--- src/rtl/mem_ddr_access.sv ---
// mem_ddr_access: load/store sequencer between the Memory stage and the DDR3 controller.
// One request in flight; read beats are captured through a two-flop pipeline.
module mem_ddr_access #(
  parameter int unsigned TIMEOUT = 1023
) (
  input  logic        clk,
  input  logic        rst,
  input  logic        req_valid_i,
  output logic        req_ready_o,
  input  logic        req_write_i,
  input  logic [1:0]  req_size_i,
  input  logic        req_unsigned_i,
  input  logic [28:0] req_addr_i,
  input  logic [31:0] req_wdata_i,
  output logic        rsp_valid_o,
  output logic [31:0] rsp_data_o,
  output logic        rsp_err_o,
  input  logic        ddr_cmd_rdy_i,
  input  logic        ddr_wdata_rdy_i,
  input  logic [31:0] ddr_read_data_i,
  input  logic        ddr_read_data_valid_i,
  input  logic        ddr_read_data_end_i,
  output logic        ddr_enable_o,
  output logic        ddr_cmd_o,
  output logic [28:0] ddr_addr_o,
  output logic [31:0] ddr_wdata_o,
  output logic [3:0]  ddr_wdata_mask_o,
  output logic        ddr_wdata_en_o,
  output logic        ddr_wdata_end_o
);

  localparam int unsigned CW = $clog2(TIMEOUT + 1);
  localparam logic [CW-1:0] CNT_LAST = CW'(TIMEOUT - 1);

  typedef enum logic [2:0] {
    IDLE, WR_DATA, WR_CMD, RD_CMD, RD_WAIT, RESP
  } state_e;

  state_e      state_q;
  logic [1:0]  lane_q;
  logic [1:0]  size_q;
  logic        uns_q;
  logic        vld_r_q, vld_rr_q;
  logic        end_r_q, end_rr_q;
  logic [31:0] dat_r_q, dat_rr_q;
  logic [31:0] word_q;
  logic        first_q;
  logic [CW-1:0] cnt_q;

  logic        rsp_valid_q, rsp_err_q;
  logic [31:0] rsp_data_q;
  logic        en_q, cmd_q, wen_q;
  logic [28:0] addr_q;
  logic [31:0] wdata_q;
  logic [3:0]  mask_q;

  logic        req_err_d;
  logic [31:0] wdata_d;
  logic [3:0]  mask_d;
  logic [31:0] beat_d;
  logic [15:0] half_d;
  logic [7:0]  byte_d;
  logic [31:0] load_d;

  assign req_err_d = (req_size_i == 2'b11)
                   | ((req_size_i == 2'b01) & req_addr_i[0])
                   | ((req_size_i == 2'b10) & (|req_addr_i[1:0]));

  always_comb begin
    wdata_d = req_wdata_i;
    mask_d  = 4'b0000;
    unique case (req_size_i)
      2'b00: begin
        wdata_d = {4{req_wdata_i[7:0]}};
        mask_d  = ~(4'b0001 << req_addr_i[1:0]);
      end
      2'b01: begin
        wdata_d = {2{req_wdata_i[15:0]}};
        mask_d  = req_addr_i[1] ? 4'b0011 : 4'b1100;
      end
      default: ;
    endcase
  end

  // A lone end beat is both first and last, so take it straight from the pipe.
  assign beat_d = first_q ? word_q : dat_rr_q;
  assign half_d = lane_q[1] ? beat_d[31:16] : beat_d[15:0];
  assign byte_d = lane_q[0] ? half_d[15:8] : half_d[7:0];

  always_comb begin
    load_d = beat_d;
    unique case (size_q)
      2'b00:   load_d = {{24{byte_d[7] & ~uns_q}}, byte_d};
      2'b01:   load_d = {{16{half_d[15] & ~uns_q}}, half_d};
      default: load_d = beat_d;
    endcase
  end

  always_ff @(posedge clk or posedge rst) begin
    if (rst) begin
      state_q     <= IDLE;
      lane_q      <= '0;
      size_q      <= '0;
      uns_q       <= 1'b0;
      vld_r_q     <= 1'b0;
      vld_rr_q    <= 1'b0;
      end_r_q     <= 1'b0;
      end_rr_q    <= 1'b0;
      dat_r_q     <= '0;
      dat_rr_q    <= '0;
      word_q      <= '0;
      first_q     <= 1'b0;
      cnt_q       <= '0;
      rsp_valid_q <= 1'b0;
      rsp_err_q   <= 1'b0;
      rsp_data_q  <= '0;
      en_q        <= 1'b0;
      cmd_q       <= 1'b0;
      wen_q       <= 1'b0;
      addr_q      <= '0;
      wdata_q     <= '0;
      mask_q      <= '0;
    end else begin
      vld_r_q     <= ddr_read_data_valid_i;
      vld_rr_q    <= vld_r_q;
      end_r_q     <= ddr_read_data_end_i;
      end_rr_q    <= end_r_q;
      dat_r_q     <= ddr_read_data_i;
      dat_rr_q    <= dat_r_q;
      rsp_valid_q <= 1'b0;
      unique case (state_q)
        IDLE: begin
          if (req_valid_i) begin
            lane_q <= req_addr_i[1:0];
            size_q <= req_size_i;
            uns_q  <= req_unsigned_i;
            if (req_err_d) begin
              state_q     <= RESP;
              rsp_valid_q <= 1'b1;
              rsp_err_q   <= 1'b1;
              rsp_data_q  <= '0;
            end else begin
              addr_q <= {req_addr_i[28:2], 2'b00};
              if (req_write_i) begin
                state_q <= WR_DATA;
                wdata_q <= wdata_d;
                mask_q  <= mask_d;
                wen_q   <= 1'b1;
              end else begin
                state_q <= RD_CMD;
                en_q    <= 1'b1;
                cmd_q   <= 1'b0;
              end
            end
          end
        end
        WR_DATA: begin
          if (ddr_wdata_rdy_i) begin
            state_q <= WR_CMD;
            wen_q   <= 1'b0;
            en_q    <= 1'b1;
            cmd_q   <= 1'b1;
          end
        end
        WR_CMD: begin
          if (ddr_cmd_rdy_i) begin
            state_q     <= RESP;
            en_q        <= 1'b0;
            rsp_valid_q <= 1'b1;
            rsp_err_q   <= 1'b0;
            rsp_data_q  <= '0;
          end
        end
        RD_CMD: begin
          if (ddr_cmd_rdy_i) begin
            state_q <= RD_WAIT;
            en_q    <= 1'b0;
            cnt_q   <= '0;
            first_q <= 1'b0;
          end
        end
        RD_WAIT: begin
          if (vld_rr_q && !first_q) begin
            word_q  <= dat_rr_q;
            first_q <= 1'b1;
          end
          if (vld_rr_q && end_rr_q) begin
            state_q     <= RESP;
            rsp_valid_q <= 1'b1;
            rsp_err_q   <= 1'b0;
            rsp_data_q  <= load_d;
          end else if (cnt_q == CNT_LAST) begin
            state_q     <= RESP;
            rsp_valid_q <= 1'b1;
            rsp_err_q   <= 1'b1;
            rsp_data_q  <= '0;
          end else begin
            cnt_q <= cnt_q + 1'b1;
          end
        end
        RESP: state_q <= IDLE;
        default: state_q <= IDLE;
      endcase
    end
  end

  assign req_ready_o      = (state_q == IDLE);
  assign rsp_valid_o      = rsp_valid_q;
  assign rsp_err_o        = rsp_err_q;
  assign rsp_data_o       = rsp_data_q;
  assign ddr_enable_o     = en_q;
  assign ddr_cmd_o        = cmd_q;
  assign ddr_addr_o       = addr_q;
  assign ddr_wdata_o      = wdata_q;
  assign ddr_wdata_mask_o = mask_q;
  assign ddr_wdata_en_o   = wen_q;
  assign ddr_wdata_end_o  = wen_q;

endmodule

--- config.mk ---
export PLATFORM = sky130hd
export DESIGN_NAME = mem_ddr_access
export DESIGN_NICKNAME = d
export VERILOG_FILES = /design/src/rtl/mem_ddr_access.sv
export SDC_FILE = /design/constraint.sdc
export NUM_CORES = 1
export LEC_CHECK = 0
export CAP_MARGIN = 10
export CORE_MARGIN = 2
export CORE_UTILIZATION = 45
export DETAILED_ROUTE_END_ITERATION = 6
export PLACE_DENSITY = 0.76
export SLEW_MARGIN = 10
export SYNTH_ARGS = -nofsm -noshare
export SYNTH_HDL_FRONTEND = slang
export SYNTH_SLANG_ARGS = --single-unit
--- constraint.sdc ---
create_clock -name clk -period 7.45 [get_ports clk]
set_input_delay 1.8625 -clock clk [delete_from_list [all_inputs] [get_ports clk]]
set_output_delay 1.8625 -clock clk [all_outputs]
set_load 0.02 [all_outputs]
==> reports/summary.txt <==
Total power - 5.038 mW
Crit path buffers/inverters - 2
Post-synthesis register bit count - 219
Synth area leader - dfrtp_1
Fill cell count - 1598
Total of max-cap violations - 0
Max frequency - 223.8 MHz
Postcts setup bufs - 0
Largest net degree at the start of global routing - 163
Sequential cell area fraction in the yosys report - 0.5984
Met3 Routed Length - 1077 um
Hold path depth - 0
Pleak - 5.308 nW
Initial Util - 0.4555
Clock transition at the registers of the reported paths - 60 ps
Iteration-0 DRC Markers - 368
Remaining global-route overflow - 0
CP max stage cell - clkdlybuf4s50_1
Core Area - 0.02010 mm2
Maximum root-to-sink buffer count - 3
WL per Instance - 18.37 um
Setup violations, final - 0
CTS resizes - 0
Most common cell in the synthesized netlist - dfrtp_1
Unrepaired setup endpoints after global routing - false
Worst clock skew - 12.99 ps
Critical Path AT - 4850 ps
Count of nets after finishing - 986
TritonCTS clock tree - yes
Row count - 52
Met2 Wirelength - 10150 um
Synth top area share - 0.5984
Crit-path max cell delay - 770 ps
Synth unique cells - 59
Max Slew Vio Count - 0
Synth area leaders - dfrtp_1 60%, mux2_2 7.7%, mux2i_1 5.5%, mux4_2 3.4%, mux2_1 3.2%
Root cell of the clock tree - clkbuf_16
Main synth FF type - dfrtp_1
Vias in the first global route - 6295
Clock H-tree levels - 1
Peak fanout along the critical path - 50
Final period util - 0.5997
Largest family of logic cells by synthesized area - multiplexers
Final hold viol count - 0
Final WL - 21440 um
Worst-Skew Late Latency - 510 ps
First-pass GRT wire length - 34800 um
GPL Wtd Cong - 0.8171
CP top delay family - buffers and inverters
Mux share of post-synthesis cell area - 0.1985
Setup tns final - 0 ps
Synth warn - 0
Worst Reg-to-Reg Cells - 5
Synth Area per Inst - 13.33 um2
Required time of the critical path - 7830 ps
Setup WS post-layout - 2982 ps
Relative slew margins - 0.2116
Pwr dens - 414.7 mW/mm2
Post-synthesis adder-cell area fraction - 0.002733
Worst VDD drop - 227.5 uV
Synth Cell Area - 0.009158 mm2
Crit Path Class - in2reg
Worst Hold Class - reg2reg
Layout cells sized above 1 - 0.1505
Vias - 6173
Worst path cell trace - clkdlybuf4s50_1, nor2_1, a21o_1, nand3_2, buf_4, mux2_1
Most frequent cells after synthesis - 219 x dfrtp_1, 63 x mux2_2, 50 x mux2i_1
CP Launch Type - input port
Post-DRT Antenna Nets - 0
Stages on worst setup path - 6
Die Footprint - 0.02151 mm2
All-layer global routing usage - 0.2023
XOR/XNOR Fraction of Synth Area - 0.002869
Io pins - 208
Die height - 146.7 um
Total CTS buffers - 23
Slew @ Worst Pin - 1174 ps
M1 wire length - 9513 um
Setup crit end kind - flop
DR pass1 iterations - 5
Simple-Gate Fraction of Synth Area - 0.07364
Number of synthesized flops with an enable pin - 0
Initial antenna violation count - 0
Cell Count, Final, Fillers Out - 1167
Min Tclk post-route - 4468 ps
Synth Area in Compound Gates - 0.09441
Diodes inserted - 0
Placed Cells - 1125
Synth-to-Final Area Change - 32.65%
DP Worst Slack - 2475 ps
Via/cell ratio - 5.290
Status - finished, final reports clean
Die Width - 146.7 um
Fin util - 0.6042
Clock sink count - 219
Detail Placement HPWL - 14460 um
Count of buffers from port buffering - 205
Async S/R FF share, synth - 1.000
Highest routed layer - met4
Hold buffers post-CTS - 0
Synth Instances - 687
Post-route DRC - 0
==> cell usage in the layout (no fill, tap or decap), drive strengths merged, types with 3 or more instances in the layout <==
master	instances
dfrtp	219
clkdlybuf4s50	205
mux2	89
mux2i	50
nand2	49
o21ai	37
clkbuf	34
a21oi	31
nor2	26
a221o	17
nand2b	16
mux4	14
inv	13
a22o	10
nand3	9
a32o	7
o21bai	7
buf	6
a21o	5
clkinv	5
o31ai	3
nor4b	3
xnor2	3
nor3	3
nand4	3
==> where the power goes <==
part	internal [mW]	switching [mW]	leakage, nW
sequential	1.58	0.351	2.70
clock	0.664	0.464	0.371
combinational	1.02	0.953	2.23
==> cell families after synthesis <==
logic type               after synthesis
buffers and inverters                 57
AND/OR/NAND/NOR                      125
flip-flops                           219
AO/OA/AOI/OAI                        127
multiplexers                         153
other                                  1
adder cells (fa/ha/maj)                2
XOR/XNOR                               3
==> cell type report <==
| type | count | area (um2) | area share |
|---|---|---|---|
| clock inverters | 8 | 71.32 | 0.005871 |
| multi-input cells | 412 | 3418 | 0.2814 |
| well taps | 270 | 337.8 | 0.02781 |
| clock buffers | 34 | 676.9 | 0.05572 |
| repair buffers | 211 | 2110 | 0.1737 |
| flip-flops and latches | 219 | 5482 | 0.4512 |
| inverters | 13 | 52.55 | 0.004326 |
==> registers in the layout, indices dropped and copies added, names as in the netlist, 2 cells and up <==
| signal | count |
|---|---|
| size_q | 2 |
| dat_r_q | 32 |
| cnt_q | 10 |
| ddr_addr_o | 27 |
| ddr_wdata_mask_o | 4 |
| rsp_data_o | 32 |
| lane_q | 2 |
| dat_rr_q | 32 |
| ddr_wdata_o | 32 |
| word_q | 32 |
| state_q | 3 |
==> metrics by stage <==
stage	hold slack (ps)	instance area, um2
final	344.7	12150
after global routing	350.5	12150
after CTS	345.2	12150
after detailed placement	334.7	11400
after global placement	332.1	11400
after floorplan	331.2	9165
==> metal layers <==
| layer | vias up | global-route usage |
|---|---|---|
| met4 | 0 | 0.06893 |
| met1 | 3090 | 0.2873 |
| met2 | 189 | 0.3171 |
| met5 | - | 0 |
| li1 | 2854 | - |
| met3 | 40 | 0.03531 |
==> path summary, 6_finish.rpt <==
check	from	endpoint	slack (ps)
setup / recovery	req_size_i[0]	ddr_wdata_o[3]	2980
hold reg to reg	dat_r_q[16]	dat_rr_q[16]	340
min in group asynchronous	rst	dat_r_q[31]	1930
hold / removal	dat_r_q[16]	dat_rr_q[16]	340
setup reg to reg	state_q[0]	ddr_wdata_o[3]	4470
max in group asynchronous	rst	first_q	4810
No activity file was read; power rests on OpenSTA's default activity.
